$ cat config.mk
export PLATFORM = sky130hd
export DESIGN_NAME = branch_predictor_flat
export DESIGN_NICKNAME = d
export VERILOG_FILES = /design/src/rtl/branch_pkg.sv /design/src/rtl/branch_predictor_if.sv /design/src/rtl/branch_sat_counter.sv /design/src/rtl/branch_predictor.sv /design/src/flat_wrapper.sv
export SDC_FILE = /design/constraint.sdc
export NUM_CORES = 1
export LEC_CHECK = 0
export CELL_PAD_IN_SITES_DETAIL_PLACEMENT = 1
export CELL_PAD_IN_SITES_GLOBAL_PLACEMENT = 1
export CORE_MARGIN = 1.5
export CORE_UTILIZATION = 38
export CTS_BUF_LIST = sky130_fd_sc_hd__clkbuf_4 sky130_fd_sc_hd__clkbuf_8 sky130_fd_sc_hd__clkbuf_16
export DETAILED_ROUTE_END_ITERATION = 8
export PLACE_DENSITY_LB_ADDON = 0.1
export SYNTH_ARGS = -nofsm -noshare
export SYNTH_HDL_FRONTEND = slang
export SYNTH_SLANG_ARGS = --single-unit
$ cat constraint.sdc
create_clock -name clk -period 6.3 [get_ports clk]
set_input_delay 1.575 -clock clk [delete_from_list [all_inputs] [get_ports clk]]
set_output_delay 1.575 -clock clk [all_outputs]
set_load 0.05 [all_outputs]
$ cat src/rtl/branch_pkg.sv
// Shared branch-op encodings, FSM state type and resolve decode used by the predictor.
// Pure definitions; no latency and no flow control.
package branch_pkg;

    typedef logic [3:0] branch_op_t;

    localparam branch_op_t BRANCH_OP_NEVER    = 4'b0000;
    localparam branch_op_t BRANCH_OP_ZERO     = 4'b0101;
    localparam branch_op_t BRANCH_OP_NON_ZERO = 4'b1010;
    localparam branch_op_t BRANCH_OP_ALWAYS   = 4'b1111;

    typedef enum logic {INIT, RUN} state_t;

    // Unknown encodings resolve not-taken so a bad op never produces X.
    function automatic logic resolve_taken(input branch_op_t op, input logic alu_non_zero);
        logic taken;
        case (op)
            BRANCH_OP_ZERO:     taken = ~alu_non_zero;
            BRANCH_OP_NON_ZERO: taken = alu_non_zero;
            BRANCH_OP_ALWAYS:   taken = 1'b1;
            default:            taken = 1'b0;
        endcase
        return taken;
    endfunction

endpackage

$ cat src/rtl/branch_predictor_if.sv
// Fetch-lookup and execute-resolve signals of the branch predictor.
// master = fetch/execute pipeline, slave = predictor; no backpressure.
interface branch_predictor_if #(
    parameter int XLEN = 64
);
    logic            ready_out;
    logic            lookup_valid_in;
    logic [XLEN-1:0] lookup_pc_in;
    logic            predict_valid_out;
    logic            predict_taken_out;
    logic [XLEN-1:0] predict_target_out;
    logic            resolve_valid_in;
    logic [XLEN-1:0] resolve_pc_in;
    logic [3:0]      resolve_op_in;
    logic            alu_non_zero_in;
    logic            predicted_taken_in;
    logic [XLEN-1:0] resolve_target_in;
    logic            taken_out;
    logic            mispredicted_out;

    modport master (
        output lookup_valid_in, lookup_pc_in, resolve_valid_in, resolve_pc_in,
               resolve_op_in, alu_non_zero_in, predicted_taken_in, resolve_target_in,
        input  ready_out, predict_valid_out, predict_taken_out, predict_target_out,
               taken_out, mispredicted_out
    );

    modport slave (
        input  lookup_valid_in, lookup_pc_in, resolve_valid_in, resolve_pc_in,
               resolve_op_in, alu_non_zero_in, predicted_taken_in, resolve_target_in,
        output ready_out, predict_valid_out, predict_taken_out, predict_target_out,
               taken_out, mispredicted_out
    );
endinterface

$ cat src/rtl/branch_sat_counter.sv
// Combinational saturating up/down step of one prediction counter.
// Zero latency; no flow control.
module branch_sat_counter #(
    parameter int COUNTER_BITS = 2
) (
    input  logic [COUNTER_BITS-1:0] cnt_cur,
    input  logic                    inc,
    output logic [COUNTER_BITS-1:0] cnt_nxt
);
    always_comb begin
        cnt_nxt = cnt_cur;
        if (inc && (cnt_cur != '1)) begin
            cnt_nxt = cnt_cur + 1'b1;
        end else if (!inc && (cnt_cur != '0)) begin
            cnt_nxt = cnt_cur - 1'b1;
        end
    end
endmodule

$ cat src/rtl/branch_predictor.sv
// BHT lookup (1-cycle registered) plus execute-side resolve/train; optional BTB with BRANCH_BTB_EN.
// No backpressure: lookups are ignored and training dropped until the table finishes INIT.
module branch_predictor
    import branch_pkg::*;
#(
    parameter int XLEN         = 64,
    parameter int INDEX_BITS   = 6,
    parameter int COUNTER_BITS = 2,
    parameter int TAG_BITS     = 8
) (
    input  logic            clk,
    input  logic            reset_n,
    branch_predictor_if.slave bp
);
    localparam int ENTRIES = 1 << INDEX_BITS;
    localparam logic [COUNTER_BITS-1:0] CNT_WNT = COUNTER_BITS'((1 << (COUNTER_BITS - 1)) - 1);
    localparam logic [INDEX_BITS-1:0]   LAST_IDX = INDEX_BITS'(ENTRIES - 1);

    state_t                  state;
    logic [INDEX_BITS-1:0]   init_idx;
    logic [COUNTER_BITS-1:0] bht [ENTRIES];

    logic [INDEX_BITS-1:0]   lk_idx, up_idx;
    logic                    taken, train;
    logic [COUNTER_BITS-1:0] cnt_nxt, lk_cnt;
    logic                    pred_taken_nxt;
    logic [XLEN-1:0]         pred_tgt_nxt;

    assign lk_idx = bp.lookup_pc_in[INDEX_BITS+1:2];
    assign up_idx = bp.resolve_pc_in[INDEX_BITS+1:2];

    assign taken               = resolve_taken(bp.resolve_op_in, bp.alu_non_zero_in);
    assign bp.taken_out        = taken;
    assign bp.mispredicted_out = bp.resolve_valid_in & (taken ^ bp.predicted_taken_in);

    assign train = bp.resolve_valid_in && (state == RUN) &&
                   ((bp.resolve_op_in == BRANCH_OP_ZERO) || (bp.resolve_op_in == BRANCH_OP_NON_ZERO));

    branch_sat_counter #(.COUNTER_BITS(COUNTER_BITS)) u_sat (
        .cnt_cur (bht[up_idx]),
        .inc     (taken),
        .cnt_nxt (cnt_nxt)
    );

    // Same-index write this cycle wins so fetch sees the freshly trained value.
    assign lk_cnt = (train && (up_idx == lk_idx)) ? cnt_nxt : bht[lk_idx];

    always_ff @(posedge clk) begin
        if (state == INIT) begin
            bht[init_idx] <= CNT_WNT;
        end else if (train) begin
            bht[up_idx] <= cnt_nxt;
        end
    end

`ifdef BRANCH_BTB_EN
    localparam int TAG_LO = INDEX_BITS + 2;

    logic                btb_vld [ENTRIES];
    logic [TAG_BITS-1:0] btb_tag [ENTRIES];
    logic [XLEN-1:0]     btb_tgt [ENTRIES];
    logic                btb_alw [ENTRIES];

    logic                btb_wr, byp, hit, lk_vld, lk_alw;
    logic [TAG_BITS-1:0] lk_tag, up_tag, lk_stag;
    logic [XLEN-1:0]     lk_tgt;

    assign btb_wr = bp.resolve_valid_in && (state == RUN) && taken;
    assign lk_tag = bp.lookup_pc_in[TAG_BITS+TAG_LO-1:TAG_LO];
    assign up_tag = bp.resolve_pc_in[TAG_BITS+TAG_LO-1:TAG_LO];
    assign byp    = btb_wr && (up_idx == lk_idx);

    assign lk_vld  = byp ? 1'b1                                     : btb_vld[lk_idx];
    assign lk_stag = byp ? up_tag                                   : btb_tag[lk_idx];
    assign lk_tgt  = byp ? bp.resolve_target_in                     : btb_tgt[lk_idx];
    assign lk_alw  = byp ? (bp.resolve_op_in == BRANCH_OP_ALWAYS)   : btb_alw[lk_idx];

    assign hit            = lk_vld && (lk_stag == lk_tag);
    assign pred_taken_nxt = hit && (lk_cnt[COUNTER_BITS-1] || lk_alw);
    assign pred_tgt_nxt   = hit ? lk_tgt : '0;

    always_ff @(posedge clk) begin
        if (state == INIT) begin
            btb_vld[init_idx] <= 1'b0;
        end else if (btb_wr) begin
            btb_vld[up_idx] <= 1'b1;
            btb_tag[up_idx] <= up_tag;
            btb_tgt[up_idx] <= bp.resolve_target_in;
            btb_alw[up_idx] <= (bp.resolve_op_in == BRANCH_OP_ALWAYS);
        end
    end

    logic unused_pc_bits;
    assign unused_pc_bits = ^{bp.lookup_pc_in[1:0], bp.resolve_pc_in[1:0]};
`else
    localparam int unused_tag_bits = TAG_BITS;

    assign pred_taken_nxt = lk_cnt[COUNTER_BITS-1];
    assign pred_tgt_nxt   = '0;

    logic unused_pc_bits;
    assign unused_pc_bits = ^{bp.lookup_pc_in[1:0], bp.resolve_pc_in[1:0],
                              bp.lookup_pc_in[XLEN-1:INDEX_BITS+2],
                              bp.resolve_pc_in[XLEN-1:INDEX_BITS+2], bp.resolve_target_in};
`endif

    always_ff @(posedge clk or negedge reset_n) begin
        if (!reset_n) begin
            state                 <= INIT;
            init_idx              <= '0;
            bp.ready_out          <= 1'b0;
            bp.predict_valid_out  <= 1'b0;
            bp.predict_taken_out  <= 1'b0;
            bp.predict_target_out <= '0;
        end else begin
            case (state)
                INIT: begin
                    init_idx              <= init_idx + 1'b1;
                    bp.predict_valid_out  <= 1'b0;
                    bp.predict_taken_out  <= 1'b0;
                    bp.predict_target_out <= '0;
                    if (init_idx == LAST_IDX) begin
                        state        <= RUN;
                        bp.ready_out <= 1'b1;
                    end
                end
                default: begin
                    bp.predict_valid_out  <= bp.lookup_valid_in;
                    bp.predict_taken_out  <= bp.lookup_valid_in & pred_taken_nxt;
                    bp.predict_target_out <= bp.lookup_valid_in ? pred_tgt_nxt : '0;
                end
            endcase
        end
    end
endmodule
$ cat src/flat_wrapper.sv
// flat-port wrapper written by rule: the top's interface ports become plain ports
module branch_predictor_flat import branch_pkg::*;
#(
    parameter int XLEN         = 64,
    parameter int INDEX_BITS   = 6,
    parameter int COUNTER_BITS = 2,
    parameter int TAG_BITS     = 8
)
  (clk, reset_n, bp_lookup_valid_in, bp_lookup_pc_in, bp_resolve_valid_in, bp_resolve_pc_in, bp_resolve_op_in, bp_alu_non_zero_in, bp_predicted_taken_in, bp_resolve_target_in, bp_ready_out, bp_predict_valid_out, bp_predict_taken_out, bp_predict_target_out, bp_taken_out, bp_mispredicted_out);
  branch_predictor_if #(.XLEN(XLEN)) bp_i ();
  input  logic clk;
  input  logic reset_n;
  input wire logic [$bits(bp_i.lookup_valid_in)-1:0] bp_lookup_valid_in;
  input wire logic [$bits(bp_i.lookup_pc_in)-1:0] bp_lookup_pc_in;
  input wire logic [$bits(bp_i.resolve_valid_in)-1:0] bp_resolve_valid_in;
  input wire logic [$bits(bp_i.resolve_pc_in)-1:0] bp_resolve_pc_in;
  input wire logic [$bits(bp_i.resolve_op_in)-1:0] bp_resolve_op_in;
  input wire logic [$bits(bp_i.alu_non_zero_in)-1:0] bp_alu_non_zero_in;
  input wire logic [$bits(bp_i.predicted_taken_in)-1:0] bp_predicted_taken_in;
  input wire logic [$bits(bp_i.resolve_target_in)-1:0] bp_resolve_target_in;
  output wire logic [$bits(bp_i.ready_out)-1:0] bp_ready_out;
  output wire logic [$bits(bp_i.predict_valid_out)-1:0] bp_predict_valid_out;
  output wire logic [$bits(bp_i.predict_taken_out)-1:0] bp_predict_taken_out;
  output wire logic [$bits(bp_i.predict_target_out)-1:0] bp_predict_target_out;
  output wire logic [$bits(bp_i.taken_out)-1:0] bp_taken_out;
  output wire logic [$bits(bp_i.mispredicted_out)-1:0] bp_mispredicted_out;
  assign bp_i.lookup_valid_in = bp_lookup_valid_in;
  assign bp_i.lookup_pc_in = bp_lookup_pc_in;
  assign bp_i.resolve_valid_in = bp_resolve_valid_in;
  assign bp_i.resolve_pc_in = bp_resolve_pc_in;
  assign bp_i.resolve_op_in = bp_resolve_op_in;
  assign bp_i.alu_non_zero_in = bp_alu_non_zero_in;
  assign bp_i.predicted_taken_in = bp_predicted_taken_in;
  assign bp_i.resolve_target_in = bp_resolve_target_in;
  assign bp_ready_out = bp_i.ready_out;
  assign bp_predict_valid_out = bp_i.predict_valid_out;
  assign bp_predict_taken_out = bp_i.predict_taken_out;
  assign bp_predict_target_out = bp_i.predict_target_out;
  assign bp_taken_out = bp_i.taken_out;
  assign bp_mispredicted_out = bp_i.mispredicted_out;
  branch_predictor #(.XLEN(XLEN), .INDEX_BITS(INDEX_BITS), .COUNTER_BITS(COUNTER_BITS), .TAG_BITS(TAG_BITS)) u_core (.clk(clk), .reset_n(reset_n), .bp(bp_i));
endmodule
After elaboration in Yosys (flattened, before gate mapping)

Memories as Yosys holds them, arrays and structs flattened.
Index checks and enable logic that the tools add are counted.

Mux-type cells: 15
$add $sub $neg: 3
Reduce and logical (&&, ||, !) cells: 10
Bitwise logic cells: 5
Equality and inequality tests: 6

Operator list:

| cell                                                                  | count |
|---|---|
| 1-bit two-way mux                                                     | 9 |
| 4-bit equality test, second input constant                            | 2 |
| 2-bit two-way mux                                                     | 4 |
| 6-bit by 1-bit adder with 6-bit output, second input constant         | 1 |
| 6-bit equality test                                                   | 1 |
| 6-bit equality test, second input constant                            | 1 |
| 6-bit two-way mux                                                     | 1 |
| 1-bit logical AND                                                     | 5 |
| 4-bit by 3-bit equality test with 1-bit output, second input constant | 1 |
| 1-bit case mux with 3 select lines                                    | 1 |
| 2-bit by 1-bit adder with 2-bit output, second input constant         | 1 |
| 1-bit bitwise AND                                                     | 2 |
| 2-bit inequality test, second input constant                          | 1 |
| 1-bit inverter                                                        | 2 |
| 2-bit AND reduction                                                   | 1 |
| 2-bit nonzero test                                                    | 1 |
| 2-bit OR reduction                                                    | 1 |
| 2-bit by 1-bit subtractor with 2-bit output, second input constant    | 1 |
| 1-bit logical NOT                                                     | 1 |
| 1-bit logical OR                                                      | 1 |
| 1-bit XOR                                                             | 1 |

Register bits after elaboration: 10
RAM bits: 128
Bits of input ports: 202
Logic and storage cells: 45
Output and inout port bits: 69
Memories kept: 1

Memories:

| memory     | words | width | rd ports | clocked after memory_dff | write ports | line                   | source |
|---|---|---|---|---|---|---|---|
| u_core.bht | 64    | 2     | 2        | 0                        | 1           | branch_predictor.sv:21 | `logic [COUNTER_BITS-1:0] bht [ENTRIES];` |

Logic depth before layout (Yosys ltp)

Depth after elaboration: 9
Gate-level depth with buffers: 11
Gate-level depth less buffers: 9

Cells and area by module

From an unflattened synthesis, not the netlist that was laid out.

Cell total of the unflattened synthesis: 483
Area total of the unflattened synthesis: 7148.1 µm²

By module, submodules not included:

| module             | seq. area each (µm²) | cells each | area each (µm²) | times used |
|---|---|---|---|---|
| branch_predictor   | 4093.9               | 476        | 7088.0          | 1 |
| branch_sat_counter | 0.0                  | 7          | 60.1            | 1 |

Worst setup path before layout

OpenSTA, ideal clock, no wires.

Path type: input port to flip-flop
Start point: input bp_resolve_pc_in[3]
End point: memory u_core.bht[0][1] (data pin)
Stages: 10
Data required time: 5747 ps
Path slack: 423 ps
Path buffers: 2
Setup time: 553 ps
Arrival: 5324 ps
Cell sequence: buf_2 > buf_1 > mux4_2 > mux2i_1 > o2111ai_1 > a32oi_1 > ha_1 > nor3_1 > a21oi_1 > o22ai_1

Word-level cells in the longest chain between the ends: 6
Elaborated cells on any way between the ends: 10
Classes of those cells: add/sub: 2; eq/ne: 1; mux: 3; reduce/logical: 3; memory: 1

Ends and longest elaborated chain:

| what                                                                                                | line                     | source |
|---|---|---|
| start: declaration                                                                                  | flat_wrapper.sv:16       | `input wire logic [$bits(bp_i.resolve_pc_in)-1:0] bp_resolve_pc_in;` |
| memory 64 x 2 bit (*)                                                                               | n/a                      |  |
| parallel branches: the longest is 3 deep, another holds 2-bit by 1-bit subtractor with 2-bit output | n/a                      |  |
| 2-bit two-way mux (*)                                                                               | branch_sat_counter.sv:12 | `if (inc && (cnt_cur != '1)) begin` |
| 2-bit two-way mux (no source line) (*)                                                              | n/a                      |  |
| end: declaration                                                                                    | branch_predictor.sv:21   |  |

Mark *: on every way between the ends.

Worst setup path in the final report

Start point: input bp_resolve_op_in[1]
End point: output bp_mispredicted_out

Word-level cells in the longest chain between the ends: 4
Elaborated cells on any way between the ends: 6
Classes of those cells: eq/ne: 3; mux: 1; bitwise: 2

Ends and longest elaborated chain:

| what                                                                                  | line                   | source |
|---|---|---|
| start: declaration                                                                    | flat_wrapper.sv:17     | `input wire logic [$bits(bp_i.resolve_op_in)-1:0] bp_resolve_op_in;` |
| 4-bit equality test or 4-bit by 3-bit equality test with 1-bit output (tied branches) | branch_pkg.sv:17       | `case (op)` |
| 1-bit case mux with 3 select lines (*)                                                | branch_pkg.sv:17       |  |
| 1-bit XOR (*)                                                                         | branch_predictor.sv:34 | `assign bp.mispredicted_out = bp.resolve_valid_in & (taken ^ bp.predicted_taken_in);` |
| 1-bit bitwise AND (*)                                                                 | branch_predictor.sv:34 |  |
| end: declaration                                                                      | flat_wrapper.sv:26     | `output wire logic [$bits(bp_i.mispredicted_out)-1:0] bp_mispredicted_out;` |

Mark *: on every way between the ends. The rest lies on a longest branch, timed or not.

==> results.toml <==
[floorplan]
die_w_um = 140
core_mm2 = 0.0181
start_util_pct = 39.1
die_h_um = 140
rows = 49
die_area_mm2 = 0.0195
pin_count = 271

[status]
status = "complete, but fails checks"
violations = "design-rule violations"

[synthesis]
ys.flop_type = "edfxtp_1"
yosysWarningCount = 0
synth_edf_count = 128
avgSynthCellArea_um2 = 14.1
async_flop_share_pct = 7.25
ys_types = 51
syn_area_mm2 = 0.00710
synth-seq-area-share_pct = 57.7
syn_inst = 502
synth-seq-cells = 138

[placement]
dp_cells = 747
port_buffers = 26
pre_cts_ws_ns = 0.659
dpl.hpwl_um = 13000
gp_congestion = 0.797

[finish]
fillers = 1853
fin_nets = 742
syn_to_final_growth_pct = 11.8
drive_above_1_share_pct = 15.7
final_common_cell = "edfxtp_1"
layout_common_cells = "edfxtp_1 (128), nor2_1 (70), conb_1 (64)"
instances_no_fill = 776
n_antenna_cell = 0

[sta]
rsz0062_at_grt = "false"
slew_viol_final = 0
relSlewSlack_pct = 50.9
setup_ws_ns = 0.765
worstMarginPinSlew_ns = 0.732
setup_tns_ns = 0
setup_viol = 0
hold_violations = 0
fmax_mhz = 181
worst_hold_slack_ns = 0.476
fin_crit_ns = 5.54
fin_skew_ns = 0.00939
min_period_over_period_pct = 87.9

[clock_network]
h-tree-depth = 4
clockRootBuffer = "clkbuf_16"
cts_inserted_buffers = 17
clock_latency_ns = 0.42
clk_pin_slew_ns = 0.05
cts_buffer_depth = 2
cts_tree = "built"
hold_buffers = 0
cts_setup_buffers = 0
post_cts_resized = 0
clock-sinks = 138

[drt]
dr_wl_met2_um = 8650
via_count = 4223
drt_iter0_markers = 306
wl_per_cell_um = 23.3
topRoutingLayerUsed = "met4"
drc = 21
routedLengthMet1_um = 8070
wl_met3_um = 937
vias_per_cell = 5.44
dr.pass1.iters = 6
drtAntennaViolNets = 0
drt_wl_total_um = 18100

[setup_path]
r2r_slack_ns = 2.71
cp-start-kind = "input pin"
r2r_end = "u_core.bht[31][1]"
path_class = "in -> out"
crit_path_end_kind = "output port"
reg2reg_depth = 9
crit_arrival_ns = 3.96
cp_max_fo = 6
reg2reg_from = "u_core.bht[29][1]"
critical_path_required_ns = 4.72

[worst_hold_path]
whs_endpoint = "u_core.bp.ready_out"
hp-start = "u_core.bp.ready_out"
min_path_type = "reg -> reg"
min_path_cells = 1

[power_and_ir_drop]
p_total_mw = 2.15
leakagePower_nw = 2.34
powerDensity_mw_per_mm2 = 271
ir_drop_v = 0.000150

[grt]
grt_pass1_vias = 4412
antenna_found_initial = 0
grt_pass1_wl_um = 27900
grt_start_max_net_pins = 37
grt_overflow_total = 0
grt.total_usage_pct = 19.7

[run]
maxCapViolations = 0
## worst max path at each step
stage	from	to	slack, ns
6_report	bp_resolve_op_in[1]	bp_mispredicted_out	0.76
5_1_grt	bp_resolve_op_in[1]	bp_mispredicted_out	0.58
4_1_cts	bp_resolve_op_in[1]	bp_mispredicted_out	0.73
3_5_place_dp	bp_resolve_pc_in[4]	u_core.bht[30][1]	0.66
3_3_place_gp	bp_resolve_op_in[1]	bp_mispredicted_out	0.74
2_1_floorplan	bp_resolve_pc_in[3]	u_core.bht[0][1]	0.42
## registers in the layout, indices dropped and copies added (netlist names)
name / flops
u_core.init_idx: 6
u_core.bp.predict_taken_out: 1
u_core.bht: 128
u_core.bp.predict_valid_out: 1
u_core.bp.ready_out: 1
u_core.state: 1
## layer usage
metal | up-vias | track usage (%)
li1 | 1858 | -
met1 | 2182 | 26.6
met2 | 155 | 31.6
met3 | 28 | 4.03
met4 | 0 | 7.76
met5 | - | 0
## power by group
part | switching (mW) | total (mW) | leakage (nW) | internal, mW
combinational | 0.143 | 0.187 | 1.06 | 0.0437
sequential | 0 | 0.987 | 1.01 | 0.987
clock | 0.365 | 0.977 | 0.275 | 0.612
total | 0.508 | 2.15 | 2.34 | 1.64
## final cells by class
| type | instances | area [um2] | area share (%) |
|---|---|---|---|
| inverter | 8 | 30.0 | 0.378 |
| timing repair buffer | 38 | 335 | 4.23 |
| tap | 229 | 287 | 3.61 |
| multi-input combinational | 334 | 2630 | 33.1 |
| clock buffer | 18 | 433 | 5.46 |
| sequential | 138 | 4090 | 51.6 |
| clock inverter | 11 | 131 | 1.66 |
## worst max-delay path: stages
cell	delay, ns
clkdlybuf4s50_1	0.51
nor4bb_1	0.40
nand2_1	0.09
o21ai_1	0.29
xor2_1	0.17
and2_1	0.13
clkdlybuf4s50_1	0.79
## Yosys cell counts (5+ instances only)
cell	count	area (um2)
mux4_2	40	901
nor3_1	6	30.0
mux4_1	7	184
a22oi_1	16	120
o21ai_0	7	35.0
nand3_1	8	40.0
buf_2	9	45.0
nor2b_1	6	37.5
mux2i_1	9	90.1
nand2_1	31	116
edfxtp_1	128	3840
clkbuf_1	6	22.5
a211oi_1	6	45.0
xor2_1	5	43.8
inv_1	7	26.3
buf_4	65	488
dfrtp_1	10	250
xnor2_1	8	70.1
nor2_1	70	263
## through the flow
stage                     utilization (%)  area [um2]
after floorplan                         -        7330
after global placement               40.6        7370
after detailed placement             40.6        7370
after CTS                            43.7        7940
after global routing                 43.7        7940
final                                43.7        7940
## cells by family (layout without fill, tap and decap cells)
logic type	after synthesis	in the layout	synth area share [%]
multiplexers	59	59	17.0
XOR/XNOR	13	13	1.60
flip-flops	138	138	57.7
adder cells (fa/ha/maj)	3	3	0.529
buffers and inverters	93	75	8.85
other	1	64	0.0528
AO/OA/AOI/OAI	53	53	5.25
AND/OR/NAND/NOR	142	142	8.99
No activity file was read; power rests on OpenSTA's default activity.
